<file path="src/rtl/fetch_unit_if.sv">
// Instruction-memory request/response channel between the fetch stage and imem.
// One request in flight at a time; responses return in order.
interface fetch_unit_if #(
    parameter int DATA_WIDTH  = 64,
    parameter int INSTR_WIDTH = 32
);
    logic                   imem_req_valid;
    logic                   imem_req_ready;
    logic [DATA_WIDTH-1:0]  imem_req_addr;
    logic                   imem_resp_valid;
    logic [INSTR_WIDTH-1:0] imem_resp_data;

    modport master (
        output imem_req_valid,
        output imem_req_addr,
        input  imem_req_ready,
        input  imem_resp_valid,
        input  imem_resp_data
    );

    modport slave (
        input  imem_req_valid,
        input  imem_req_addr,
        output imem_req_ready,
        output imem_resp_valid,
        output imem_resp_data
    );
endinterface

</file>
<file path="src/rtl/fetch_unit.sv">
// Instruction fetch stage: owns the fetch PC, issues one imem request at a time and
// presents {pc, instruction} (or a NOP bubble) to the IF/ID register.
module fetch_unit #(
    parameter int                    INSTR_WIDTH = 32,
    parameter int                    DATA_WIDTH  = 64,
    parameter logic [DATA_WIDTH-1:0] RESET_PC    = '0
) (
    input  logic                   clk,
    input  logic                   reset,
    input  logic                   stall,
    input  logic                   redirect_valid,
    input  logic [DATA_WIDTH-1:0]  redirect_pc,
    fetch_unit_if.master           imem,
    output logic                   fetch_valid,
    output logic [DATA_WIDTH-1:0]  pc_out,
    output logic [INSTR_WIDTH-1:0] instruction_out
);
    localparam logic [INSTR_WIDTH-1:0] NOP_INSTR = INSTR_WIDTH'(32'h13);
    localparam logic [DATA_WIDTH-1:0]  ALIGN_MASK = ~DATA_WIDTH'(3);

    typedef enum logic [1:0] {
        ST_REQ,
        ST_WAIT,
        ST_PRESENT
    } state_t;

    state_t                 r_state;
    logic                   r_req_valid;
    logic [DATA_WIDTH-1:0]  r_fetch_pc;
    logic [DATA_WIDTH-1:0]  r_req_pc;
    logic                   r_drop;
    logic                   r_fetch_valid;
    logic [DATA_WIDTH-1:0]  r_pc_out;
    logic [INSTR_WIDTH-1:0] r_instr_out;

    state_t                 w_state_next;
    logic [DATA_WIDTH-1:0]  w_fetch_pc_next;
    logic [DATA_WIDTH-1:0]  w_req_pc_next;
    logic                   w_drop_next;
    logic                   w_fetch_valid_next;
    logic [DATA_WIDTH-1:0]  w_pc_out_next;
    logic [INSTR_WIDTH-1:0] w_instr_out_next;
    logic                   w_accept;
    logic [DATA_WIDTH-1:0]  w_redirect_target;

    assign w_accept          = r_req_valid & imem.imem_req_ready;
    assign w_redirect_target = redirect_pc & ALIGN_MASK;

    always_comb begin
        w_state_next       = r_state;
        w_fetch_pc_next    = r_fetch_pc;
        w_req_pc_next      = r_req_pc;
        w_drop_next        = r_drop;
        w_fetch_valid_next = r_fetch_valid;
        w_pc_out_next      = r_pc_out;
        w_instr_out_next   = r_instr_out;

        case (r_state)
            ST_REQ: begin
                if (redirect_valid) begin
                    w_fetch_pc_next = w_redirect_target;
                    // Memory already took the old address; its response must be thrown away.
                    if (w_accept) begin
                        w_drop_next  = 1'b1;
                        w_state_next = ST_WAIT;
                    end
                end else if (w_accept) begin
                    w_req_pc_next = r_fetch_pc;
                    w_state_next  = ST_WAIT;
                end
            end

            ST_WAIT: begin
                if (redirect_valid) begin
                    w_fetch_pc_next = w_redirect_target;
                    if (imem.imem_resp_valid) begin
                        w_drop_next  = 1'b0;
                        w_state_next = ST_REQ;
                    end else begin
                        w_drop_next = 1'b1;
                    end
                end else if (imem.imem_resp_valid) begin
                    if (r_drop) begin
                        w_drop_next  = 1'b0;
                        w_state_next = ST_REQ;
                    end else begin
                        w_fetch_valid_next = 1'b1;
                        w_pc_out_next      = r_req_pc;
                        w_instr_out_next   = imem.imem_resp_data;
                        w_fetch_pc_next    = r_req_pc + DATA_WIDTH'(4);
                        w_state_next       = ST_PRESENT;
                    end
                end
            end

            ST_PRESENT: begin
                if (redirect_valid || !stall) begin
                    if (redirect_valid) begin
                        w_fetch_pc_next = w_redirect_target;
                    end
                    w_fetch_valid_next = 1'b0;
                    w_pc_out_next      = '0;
                    w_instr_out_next   = NOP_INSTR;
                    w_state_next       = ST_REQ;
                end
            end

            default: begin
                w_state_next = ST_REQ;
            end
        endcase
    end

    // Request valid is registered so it stays low throughout reset and rises one edge later.
    always_ff @(posedge clk or posedge reset) begin
        if (reset) begin
            r_state       <= ST_REQ;
            r_req_valid   <= 1'b0;
            r_fetch_pc    <= RESET_PC & ALIGN_MASK;
            r_req_pc      <= '0;
            r_drop        <= 1'b0;
            r_fetch_valid <= 1'b0;
            r_pc_out      <= '0;
            r_instr_out   <= NOP_INSTR;
        end else begin
            r_state       <= w_state_next;
            r_req_valid   <= (w_state_next == ST_REQ);
            r_fetch_pc    <= w_fetch_pc_next;
            r_req_pc      <= w_req_pc_next;
            r_drop        <= w_drop_next;
            r_fetch_valid <= w_fetch_valid_next;
            r_pc_out      <= w_pc_out_next;
            r_instr_out   <= w_instr_out_next;
        end
    end

    assign imem.imem_req_valid = r_req_valid;
    assign imem.imem_req_addr  = r_fetch_pc;
    assign fetch_valid         = r_fetch_valid;
    assign pc_out              = r_pc_out;
    assign instruction_out     = r_instr_out;
endmodule
</file>
<file path="src/flat_wrapper.sv">
// flat-port wrapper written by rule: the top's interface ports become plain ports
module fetch_unit_flat 
#(
    parameter int                    INSTR_WIDTH = 32,
    parameter int                    DATA_WIDTH  = 64,
    parameter logic [DATA_WIDTH-1:0] RESET_PC    = '0
)
  (clk, reset, stall, redirect_valid, redirect_pc, fetch_valid, pc_out, instruction_out, imem_imem_req_valid, imem_imem_req_addr, imem_imem_req_ready, imem_imem_resp_valid, imem_imem_resp_data);
  fetch_unit_if #(.DATA_WIDTH(DATA_WIDTH), .INSTR_WIDTH(INSTR_WIDTH)) imem_i ();
  input  logic clk;
  input  logic reset;
  input  logic stall;
  input  logic redirect_valid;
  input  logic [DATA_WIDTH-1:0] redirect_pc;
  output logic fetch_valid;
  output logic [DATA_WIDTH-1:0] pc_out;
  output logic [INSTR_WIDTH-1:0] instruction_out;
  output wire logic [$bits(imem_i.imem_req_valid)-1:0] imem_imem_req_valid;
  output wire logic [$bits(imem_i.imem_req_addr)-1:0] imem_imem_req_addr;
  input wire logic [$bits(imem_i.imem_req_ready)-1:0] imem_imem_req_ready;
  input wire logic [$bits(imem_i.imem_resp_valid)-1:0] imem_imem_resp_valid;
  input wire logic [$bits(imem_i.imem_resp_data)-1:0] imem_imem_resp_data;
  assign imem_imem_req_valid = imem_i.imem_req_valid;
  assign imem_imem_req_addr = imem_i.imem_req_addr;
  assign imem_i.imem_req_ready = imem_imem_req_ready;
  assign imem_i.imem_resp_valid = imem_imem_resp_valid;
  assign imem_i.imem_resp_data = imem_imem_resp_data;
  fetch_unit #(.INSTR_WIDTH(INSTR_WIDTH), .DATA_WIDTH(DATA_WIDTH), .RESET_PC(RESET_PC)) u_core (.clk(clk), .reset(reset), .stall(stall), .redirect_valid(redirect_valid), .redirect_pc(redirect_pc), .imem(imem_i), .fetch_valid(fetch_valid), .pc_out(pc_out), .instruction_out(instruction_out));
endmodule
</file>
<file path="config.mk">
export PLATFORM = sky130hd
export DESIGN_NAME = fetch_unit_flat
export DESIGN_NICKNAME = d
export VERILOG_FILES = /design/src/rtl/fetch_unit_if.sv /design/src/rtl/fetch_unit.sv /design/src/flat_wrapper.sv
export SDC_FILE = /design/constraint.sdc
export NUM_CORES = 1
export LEC_CHECK = 0
export BUFFER_PORTS_ARGS = -buffer_cell sky130_fd_sc_hd__buf_2
export CAP_MARGIN = 20
export CORE_ASPECT_RATIO = 0.8
export CORE_MARGIN = 10
export CORE_UTILIZATION = 57
export DETAILED_ROUTE_END_ITERATION = 16
export GPL_TIMING_DRIVEN = 0
export PLACE_DENSITY = 0.94
export SLEW_MARGIN = 40
export SYNTH_ARGS = -nofsm -noshare
export SYNTH_HDL_FRONTEND = slang
export SYNTH_SLANG_ARGS = --single-unit
</file>
<file path="constraint.sdc">
create_clock -name clk -period 22.6 [get_ports clk]
set_clock_uncertainty 0.2 [all_clocks]
set_input_delay 4.52 -clock clk [delete_from_list [all_inputs] [get_ports clk]]
set_output_delay 4.52 -clock clk [all_outputs]
set_load 0.05 [all_outputs]
</file>
==> impl_results.md, run 1 <==
- Status: completed
- Antenna diode count: 0
- Largest net degree at the start of global routing: 73
- Total net switching power: between 1 and 1.5 mW
- Post-Synthesis Cell Area: around 10000 sq um
- Top-count cell post-synth: dfrtp_1
- Final Hold Slack: about 0.28 ns
- Cells along the critical path: buf_2 > a31oi_1 > a21o_1 > clkbuf_1 > nor2_2 > o21ai_2 > clkbuf_1 > buf_1 > a22o_1
- MaxCap Viol Count: 0
- Final wirelength: 33820 microns
- TritonCTS buffer count: 23
- Kind of critical path: in2reg
- DR pass1 iterations: 5
- CP max stage cell: o21ai_2
- Ys flop type: dfrtp_1
- Total GRT Usage: 0.2748
- Nets: 1293
- Share of total power in the clock network: 0.170
- Synthesized area per cell: about 11 sq um
- Flop pwr share: 0.357
- Setup violators final: 0
- CP Capture Type: flip-flop
- Required time of the critical path: 22.83 ns
- Placed Cells: about 1400
- Final-report max-slew violation count: 0
- Area growth syn-to-layout: 24.00%
- Residual DRC count: 0
- FFs w/ async S/R, synth: 1.000
- Fin util: 0.7172
- Die width: about 170 microns
- Cell Rows: between 40 and 50
- Die footprint: 23320 sq um
- Most common library cells after synthesis: dfrtp_1 (226), a22o_1 (95), nor2_1 (68)
- Setup TNS: 0 ns
- Tmin final: around 7.3 ns
- Synth Warn #: 0
- Post-Syn Instances: between 900 and 1000
- Pwr per Cell Area: 173.0 nW/um^2
- Number of antenna violations at the first check in global routing: 0
- DR iter-0 viols: ~1000
- Max incr delay on CP: ~0.66 ns
- Number of hold buffers added after CTS: 0
- WP buf/inv: 4
- CORE AREA: 17320 sq um
- CTS tree: done
- Syn_nets: between 1000 and 1500
- Register area share after synthesis: 0.5722
- Dominant cell type by area after synthesis: dfrtp_1
- RSZ-0062 raised after global routing: no
- Layout cell share with drive strength beyond 1: 0.3164
- Synth unique cells: just over 40
- Port Buffer Count: about 260
- EDFF count, synth: 0
- Post-cts gate resize count: 0
- Gate power share: 0.473
- Synth top area cells: dfrtp_1 (56%), a22o_1 (8.3%), mux2_2 (6.2%)
- Htree depth: 1
- DR vias/cell: just over 6
- Placer Congestion: around 0.9
- Crit path top cell by count: clkbuf_1
- Top delay family on crit path: buffers and inverters
- Final ANT Viol Nets: 0
- Internal cell power: around 1.1 mW
- Worst-margin pin slew: 0.7444 ns
- Root Driver: clkbuf_16
- Post CTS Setup Buffer Count: 0
- Worst-path clk slew: roughly 0.06 ns
- Max Root-Sink Buffers: 3
- I/O pins: between 200 and 300
- Worst hold path type: reg2reg
- WL/cell: roughly 24 microns
- Final period util: 0.3231
- Leakage power: 5.812 nW
- Register bit total from synthesis: about 230
- DP HPWL: about 25000 microns
- Switching fraction of total power: 0.4966
- Fmax: 137.0 MHz
- Synth top area share: 0.5644
- Worst Path Arrival: ~7.5 ns
- Finished Layout Cells: approximately 1400
- Starting Density: 0.5784
- Maximum vdd drop: roughly 0.11 mV
- Routed via count: just under 9000
- Die height: ~140 microns
- Global-route wire length before repair: 51760 microns
- Filler cells: about 1200
- Crit-path max FO: 10
- Vias in the first global route: 8882
- Crit path launch type: input port
- Clock Latency Late Sink: 0.50 ns
- Final hold viol count: 0
- Num Clock Sinks: ~230
- Overflow after GRT: 0
- Rel. slew slack: 0.5037
## layout make-up
cell class | count | area (sq um) | area share
flip-flops and latches | 229 | 5734 | 0.4615
multi-input cells | 590 | 3971 | 0.3196
repair buffers | 264 | 1389 | 0.1118
clock buffers | 32 | 669.4 | 0.05387
well taps | 225 | 281.5 | 0.02266
plain buffers | 66 | 271.5 | 0.02185
inverters | 16 | 67.56 | 0.005438
clock inverters | 7 | 41.29 | 0.003323
## logic make-up (layout without fill, tap and decap cells)
| family | after synthesis | count (layout) | synth area share |
|---|---|---|---|
| AOI/OAI and AO/OA | 233 | 233 | 0.1599 |
| adders and majority gates | 1 | 1 | 0.001248 |
| DFF | 229 | 229 | 0.5722 |
| and+or+nand+nor | 242 | 242 | 0.1199 |
| buffers and inverters | 82 | 385 | 0.03309 |
| muxes | 57 | 57 | 0.06380 |
| xor gates and xnor gates | 57 | 57 | 0.04982 |
## layout by cell type (no fill, tap or decap), drive strengths merged, types with 3 or more instances in the layout
cell type / count
dfrtp: 226
dfstp: 3
nor3: 20
nand2: 63
nand3: 34
clkbuf: 87
a22o: 95
buf: 275
mux2: 55
and3: 4
and4: 4
xnor2: 37
nor4: 17
inv: 17
nor2: 68
a21oi: 43
nand4: 18
or3: 5
o22ai: 32
a31oi: 6
and2: 4
a21o: 4
o21ai: 44
xor2: 20
o211ai: 8
clkinv: 5
## tightest hold or removal path, stage by stage (launching register included)
cell and delay [ns]:
dfstp_2 0.37, inv_1 0.05, a21oi_1 0.05
## power by group through the flow
stage	combinational [mW]	clock, mW	sequential [mW]
after global routing	1.07	0.383	0.786
after floorplan	0.321	0	1.15
after global placement	0.989	0	0.746
after detailed placement	1.01	0	0.762
final	1.02	0.365	0.767
after CTS	1.02	0.367	0.759
## registers in the layout, summed over array words and instances, names as in the netlist
register	flops
u_core.imem.imem_req_addr	64
u_core.pc_out	64
u_core.r_req_pc	64
u_core.instruction_out	32
u_core.r_state	2
u_core.fetch_valid	1
u_core.imem.imem_req_valid	1
u_core.r_drop	1
## metrics by stage
stage	worst slack, ns	power [mW]	area (sq um)
floorplan	11.61	1.473	10020
global placement	9.369	1.734	11610
detailed placement	14.97	1.774	11720
CTS	15.47	2.146	12430
global route	15.20	2.239	12430
finish	15.30	2.149	12430
## metal layers
metal | part of all wire | track usage
met1 | 0.39 | 0.3570
met2 | 0.46 | 0.4298
met3 | 0.12 | 0.09093
met4 | 0.027 | 0.08097
met5 | 0 | 0
## final timing paths
kind,start,end,slack [ns],depth (start not counted)
min in group asynchronous,reset,u_core.instruction_out[9],3.79,2
max in group asynchronous,reset,u_core.pc_out[33],17.42,4
min,u_core.instruction_out[1],u_core.instruction_out[1],0.28,2
max reg2reg,u_core.r_state[0],u_core.instruction_out[6],19.06,8
min reg2reg,u_core.instruction_out[1],u_core.instruction_out[1],0.28,2
max,redirect_valid,u_core.instruction_out[6],15.30,9
Note: power is estimated with default switching activity, not from simulation.
==> inputs of run 2 (changes only) <==
--- a/config.mk
+++ b/config.mk
@@ -9,10 +9,10 @@
 export CAP_MARGIN = 20
 export CORE_ASPECT_RATIO = 0.8
 export CORE_MARGIN = 10
-export CORE_UTILIZATION = 57
+export CORE_UTILIZATION = 53
 export DETAILED_ROUTE_END_ITERATION = 16
 export GPL_TIMING_DRIVEN = 0
-export PLACE_DENSITY = 0.94
+export PLACE_DENSITY = 0.89
 export SLEW_MARGIN = 40
 export SYNTH_ARGS = -nofsm -noshare
 export SYNTH_HDL_FRONTEND = slang
==> constraint.sdc (replaced) <==
create_clock -name clk -period 7.35 [get_ports clk]
set_clock_uncertainty 0.2 [all_clocks]
set_input_delay 1.47 -clock clk [delete_from_list [all_inputs] [get_ports clk]]
set_output_delay 1.47 -clock clk [all_outputs]
set_load 0.05 [all_outputs]
==> run 2 against run 1 <==
  * Critical path depth did not move
  * Sequential share of layout area fell by 0.62 points
  * Global-route usage fell by 0.83 points
  * Via count rose by 0.40%
  * Worst setup slack got worse by 12 ns
  * Highest routed layer is now met5
  * Power rose to 3.1 times the previous value
  * Final cell count rose by 2.4%
  * First-iteration DRC count fell by 6.0%
  * Utilization fell by 3.0 points
  * Largest power group unchanged
  * Hold slack got worse by 0.0031 ns
  * Die area rose by 6.5%
  * Sequential power rose to 3.1 times the previous value
  * Critical endpoint is now u_core.instruction_out[7]
==> impl_results.md, run 2 (synthesized netlist as in run 1, its figures left out) <==
- RSZ-0062 raised after global routing: no
- Cell Rows: 44 (+2.3%)
- DP HPWL: 25580 microns (+3.2%)
- Die footprint: 24840 sq um (+6.5%)
- Setup TNS: 0 ns (unchanged)
- Final Power: 6.604 mW (+210%)
- Final-report max-slew violation count: 0 (unchanged)
- Num Clock Sinks: 229 (unchanged)
- Root Driver: clkbuf_16
- DR vias/cell: 6.031 (-1.9%)
- Number of hold buffers added after CTS: 0 (unchanged)
- Worst-path clk slew: 0.07 ns (about the same)
- Tmin final: 4.250 ns
- Residual DRC count: 0 (unchanged)
- Worst-margin pin slew: 0.8224 ns (+0.07800 ns)
- Final hold viol count: 0 (unchanged)
- Most frequent cells in the layout: buf_2 (268), dfrtp_1 (226), a22o_1 (95)
- WL/cell: 23.29 microns (-1.6%)
- Rel. slew slack: 0.4466 (-0.05706)
- CP max stage cell: o21ai_2
- Layout cell share with drive strength beyond 1: 0.3198 (+0.003390)
- Nets: 1300 (+0.54%)
- Max Root-Sink Buffers: 3 (unchanged)
- Worst hold path type: reg2reg
- Cells along the critical path: buf_2 > a31oi_1 > a21o_1 > clkbuf_1 > nor2_2 > o21ai_2 > clkbuf_1 > buf_1 > a22o_1
- Area growth syn-to-layout: 25.68%
- Status: completed
- Top delay family on crit path: buffers and inverters
- Total net switching power: 3.275 mW (+210%)
- Crit path top cell by count: clkbuf_1
- Vias in the first global route: 8955 (+0.82%)
- Final Hold Slack: 0.2719 ns (-0.003122 ns)
- Die width: 173.7 microns (+3.3%)
- Post CTS Setup Buffer Count: 0 (unchanged)
- Finished Layout Cells: 1463 (+2.4%)
- TritonCTS buffer count: 23 (unchanged)
- Antenna diode count: 0 (unchanged)
- Crit-path max FO: 10 (unchanged)
- Htree depth: 1 (unchanged)
- Overflow after GRT: 0 (unchanged)
- DR iter-0 viols: 936 (-6.0%)
- Crit path depth: 9 (unchanged)
- Post-cts gate resize count: 0 (unchanged)
- Maximum vdd drop: 0.3020 mV (+170%)
- Switching fraction of total power: 0.4959 (-0.0006731)
- CP Capture Type: flip-flop
- Final wirelength: 34080 microns (+0.76%)
- Kind of critical path: in2reg
- Crit path launch type: input port
- Final period util: 0.5782
- Setup violators final: 0 (unchanged)
- Total GRT Usage: 0.2665 (-0.008309)
- CTS tree: done
- Fmax: 235.3 MHz
- Die height: 143.0 microns (+3.2%)
- I/O pins: 264 (unchanged)
- Final ANT Viol Nets: 0 (unchanged)
- Leakage power: 5.851 nW (+0.67%)
- Max incr delay on CP: 0.65 ns (about the same)
- WP buf/inv: 4 (unchanged)
- Clock Latency Late Sink: 0.50 ns (about the same)
- DR pass1 iterations: 7 (+2)
- Global-route wire length before repair: 52560 microns (+1.5%)
- Required time of the critical path: 7.57 ns (-15.26 ns)
- Routed via count: 8824 (+0.40%)
- Worst Hold Depth: 2 (unchanged)
- Share of total power in the clock network: 0.170 (about the same)
- Worst Path Arrival: 4.47 ns (-3.07 ns)
- Worst Reg2Reg Path Length in Cells: 9 (+1)
- Flop pwr share: 0.357 (about the same)
- Pwr per Cell Area: 524.4 nW/um^2 (+200%)
- MaxCap Viol Count: 0 (unchanged)
- Placer Congestion: 0.8890 (-3.6%)
- Number of antenna violations at the first check in global routing: 1 (+1)
- Largest net degree at the start of global routing: 27 (-63%)
- Commonest non-fill, non-tap cell in the layout: buf_2
- Internal cell power: 3.329 mW (+210%)
- Placed Cells: 1425 (+2.5%)
- Starting Density: 0.5466 (-0.03182)
- Gate power share: 0.474 (about the same)
- Port Buffer Count: 261 (unchanged)
- CORE AREA: 18330 sq um (+5.8%)
- Fin util: 0.6870 (-0.03024)
## run 2: power groups by stage
stage | combinational (mW) | sequential (mW) | clock, mW
2_1_floorplan | 0.987 | 3.54 | 0
3_3_place_gp | 3.05 | 2.30 | 0
3_5_place_dp | 3.12 | 2.34 | 0
4_1_cts | 3.14 | 2.33 | 1.13
5_1_grt | 3.31 | 2.42 | 1.18
6_report | 3.13 | 2.36 | 1.12
## run 2: path summary, 6_finish.rpt
check | startpoint | to | slack (ns)
setup / recovery | redirect_valid | u_core.instruction_out[7] | 3.10
hold / removal | u_core.instruction_out[4] | u_core.instruction_out[4] | 0.27
setup reg to reg | u_core.r_state[1] | u_core.instruction_out[7] | 3.73
hold reg to reg | u_core.instruction_out[4] | u_core.instruction_out[4] | 0.27
max in group asynchronous | reset | u_core.imem.imem_req_addr[29] | 5.06
min in group asynchronous | reset | u_core.r_req_pc[57] | 0.80
## run 2: cell type report
class / instances / area (sq um)
clock inverters: 10 / 91.34
well taps: 253 / 316.6
inverters: 16 / 63.81
plain buffers: 66 / 271.5
multi-input cells: 590 / 3971
clock buffers: 28 / 614.3
fillers: 1366 / 5738
repair buffers: 271 / 1531
flip-flops and latches: 229 / 5734
## run 2: worst min-delay path: cells and delay by family, from the launching register on
kind	cells	cell delay (ns)
DFF	1	0.37
buffers and inverters	1	0.04
AOI/OAI and AO/OA	1	0.06
## run 2: layer usage
layer / part of all wire / GRT usage / wire, microns
met5: 0.00038 / 0 / 13
met4: 0.021 / 0.06511 / 727
met3: 0.11 / 0.07800 / 3646
met2: 0.45 / 0.4215 / 15450
met1: 0.42 / 0.3560 / 14240
## run 2: stage by stage
step / cell area (sq um) / setup slack, ns
floorplan: 10020 / 2.688
global placement: 11650 / 1.428
detailed placement: 11890 / 2.607
CTS: 12590 / 3.094
global route: 12590 / 2.944
finish: 12590 / 3.100
==> inputs of run 3 (changes only) <==
--- a/config.mk
+++ b/config.mk
@@ -9,10 +9,10 @@
 export CAP_MARGIN = 20
 export CORE_ASPECT_RATIO = 0.8
 export CORE_MARGIN = 10
-export CORE_UTILIZATION = 53
+export CORE_UTILIZATION = 48
 export DETAILED_ROUTE_END_ITERATION = 16
 export GPL_TIMING_DRIVEN = 0
-export PLACE_DENSITY = 0.89
+export PLACE_DENSITY = 0.86
 export SLEW_MARGIN = 40
 export SYNTH_ARGS = -nofsm -noshare
 export SYNTH_HDL_FRONTEND = slang
==> constraint.sdc (replaced) <==
create_clock -name clk -period 3.7 [get_ports clk]
set_clock_uncertainty 0.2 [all_clocks]
set_input_delay 0.74 -clock clk [delete_from_list [all_inputs] [get_ports clk]]
set_output_delay 0.74 -clock clk [all_outputs]
set_load 0.05 [all_outputs]
==> run 3 against run 2 <==
  * Sequential cell count unchanged
  * Register-to-register slack lost 3.6 ns
  * Final cell count increased by 1.3%
  * Global-route usage fell by 2.3 points
  * Highest routed layer unchanged
  * Worst setup slack got worse by 3.0 ns
  * Largest power group unchanged
  * Cell area is 0.61% higher
  * Critical path type is now reg2reg
  * Clock-buffer cell count rose by 5
==> impl_results.md, run 3 (synthesized netlist as in run 1, its figures left out) <==
- Maximum vdd drop: 0.7748 mV (+160%)
- Final ANT Viol Nets: 0 (unchanged)
- Clock Latency Late Sink: 0.52 ns (+0.02 ns)
- Starting Density: 0.4869 (-0.05975)
- Required time of the critical path: 3.95 ns (-3.62 ns)
- Root Driver: clkbuf_16
- I/O pins: 264 (unchanged)
- Residual DRC count: 0 (unchanged)
- Total GRT Usage: 0.2439 (-0.02257)
- CORE AREA: 20580 sq um (+12%)
- Pwr per Cell Area: 1050 nW/um^2 (+100%)
- Max Root-Sink Buffers: 3 (unchanged)
- Die footprint: 27090 sq um (+9.1%)
- Placed Cells: 1440 (+1.1%)
- Setup slack, reg-to-reg: 0.10 ns (-3.63 ns)
- Port Buffer Count: 261 (unchanged)
- MaxCap Viol Count: 0 (unchanged)
- WL/cell: 23.21 microns (-0.37%)
- Number of antenna violations at the first check in global routing: 1 (unchanged)
- Kind of critical path: reg2reg
- Worst-margin pin slew: 0.9308 ns (+0.1083 ns)
- TritonCTS buffer count: 24 (+4.3%)
- Commonest non-fill, non-tap cell in the layout: buf_2
- Final period util: 0.9722
- Largest net degree at the start of global routing: 27 (unchanged)
- Most frequent cells in the layout: buf_2 (268), dfrtp_1 (226), a22o_1 (95)
- CTS tree: done
- Final wirelength: 34390 microns (+0.93%)
- Final-report max-slew violation count: 0 (unchanged)
- Final Power: 13.30 mW (+100%)
- Worst-path clk slew: 0.06 ns (about the same)
- Leakage power: 5.897 nW (+0.78%)
- Final hold viol count: 0 (unchanged)
- R2r endpoint: u_core.instruction_out[7]
- Global-route wire length before repair: 52650 microns (+0.17%)
- Die width: 181.5 microns (+4.5%)
- Htree depth: 1 (unchanged)
- Number of hold buffers added after CTS: 0 (unchanged)
- Vias in the first global route: 8817 (-1.5%)
- Nets: 1299 (-0.077%)
- Filler cells: 1680 (+23%)
- Setup violators final: 0 (unchanged)
- DR vias/cell: 5.926 (-1.8%)
- Fmax: between 200 and 300 MHz
- DP HPWL: 25310 microns (-1.1%)
- Routed via count: 8782 (-0.48%)
- Final Cell Area: 12670 sq um (+0.61%)
- Worst Reg2Reg Path Length in Cells: 7 (-2)
- Overflow after GRT: 0 (unchanged)
- Crit path launch type: flip-flop
- Status: completed
- Area growth syn-to-layout: 26.45%
- Crit-path max FO: 10 (unchanged)
- Worst Path Arrival: 3.84 ns (-0.63 ns)
- Worst hold path type: in2async
- CP Capture Type: flip-flop
- Critical R2R Launch: u_core.r_state[1]
- DR pass1 iterations: 5 (-2)
- Rel. slew slack: 0.3738 (-0.07288)
- Layout cell share with drive strength beyond 1: 0.3207 (+0.0008578)
- Finished Layout Cells: 1482 (+1.3%)
- Placer Congestion: 0.8631 (-2.9%)
- RSZ-0062 raised after global routing: no
- Tmin final: approximately 3.6 ns
- Die height: 149.2 microns (+4.4%)
- Cell Rows: 47 (+6.8%)
- Num Clock Sinks: 229 (unchanged)
- Cell Area, Placed: 11880 sq um (about the same)
- Multi-input logic area: 3979 sq um (+0.19%)
- DR iter-0 viols: 859 (-8.2%)
- Antenna diode count: 0 (unchanged)
- Sequential cell area: 5734 sq um (unchanged)
## run 3: changes by cell type in the layout (fill, tap and decap cells not counted), moves of 2 or more
cell,delta
buf_12,+2
clkinvlp_4,-4
clkbuf_16,+2
buf_16,-2
clkinv_2,+4
## run 3: final cells by class
| cell class | instances | share of cell area |
|---|---|---|
| Buffer | 65 | 0.02113 |
| Clock buffer | 33 | 0.05411 |
| Clock inverter | 10 | 0.008097 |
| Inverter | 16 | 0.005036 |
| Multi-Input combinational cell | 590 | 0.3140 |
| Sequential cell | 229 | 0.4526 |
| Tap cell | 269 | 0.02656 |
| Timing Repair Buffer | 270 | 0.1185 |
## run 3: what timing repair did
action / in CTS / in global routing
gates resized for setup: 0 / 1
buffers inserted: 0 / 0
endpoints found under the setup margin: 0 / 10
## run 3: report_power, final
| group | internal, mW | total (mW) | switching, mW |
|---|---|---|---|
| Combinational | 1.75 | 6.20 | 4.46 |
| Clock | 1.43 | 2.42 | 0.991 |
| Sequential | 3.61 | 4.67 | 1.06 |
| Total | 6.79 | 13.3 | 6.51 |
## run 3: how the worst max path moves through the flow
stage | slack, ns | cells after the start | startpoint | to
3_5_place_dp | -0.35 | 9 | redirect_valid | u_core.instruction_out[7]
5_1_grt | 0.009 | 7 | u_core.r_state[1] | u_core.instruction_out[7]
6_report | 0.10 | 7 | u_core.r_state[1] | u_core.instruction_out[7]
2_1_floorplan | -0.23 | 1 | reset | u_core.fetch_valid
3_3_place_gp | -1.52 | 2 | reset | u_core.pc_out[22]
4_1_cts | 0.002 | 9 | u_core.r_state[1] | u_core.instruction_out[7]
## run 3: stage by stage
| stage | utilization | hold slack (ns) | setup TNS (ns) | setup slack [ns] |
|---|---|---|---|---|
| 3_3_place_gp | 0.5669 | 0.2470 | -372.63 | -1.516 |
| 2_1_floorplan | - | 0.2733 | -52.32 | -0.2315 |
| 4_1_cts | 0.6154 | 0.07179 | 0 | 0.002105 |
| 3_5_place_dp | 0.5771 | 0.2559 | -6.191 | -0.3537 |
| 6_report | 0.6156 | 0.08405 | 0 | 0.1030 |
| 5_1_grt | 0.6156 | 0.1025 | 0 | 0.008854 |
## run 3: critical path: stages (launching register included)
cell and delay (ns):
dfrtp_1 0.36, buf_2 0.18, inv_1 0.13, nand3b_1 0.49, nor2_2 0.84, clkbuf_1 0.50, clkbuf_1 0.55, a22o_1 0.26
## run 3: metal layers
layer,global-route usage,routed length [microns]
met2,0.3731,15430
met5,0,15
met3,0.07759,3588
met4,0.06780,982
met1,0.3281,14370
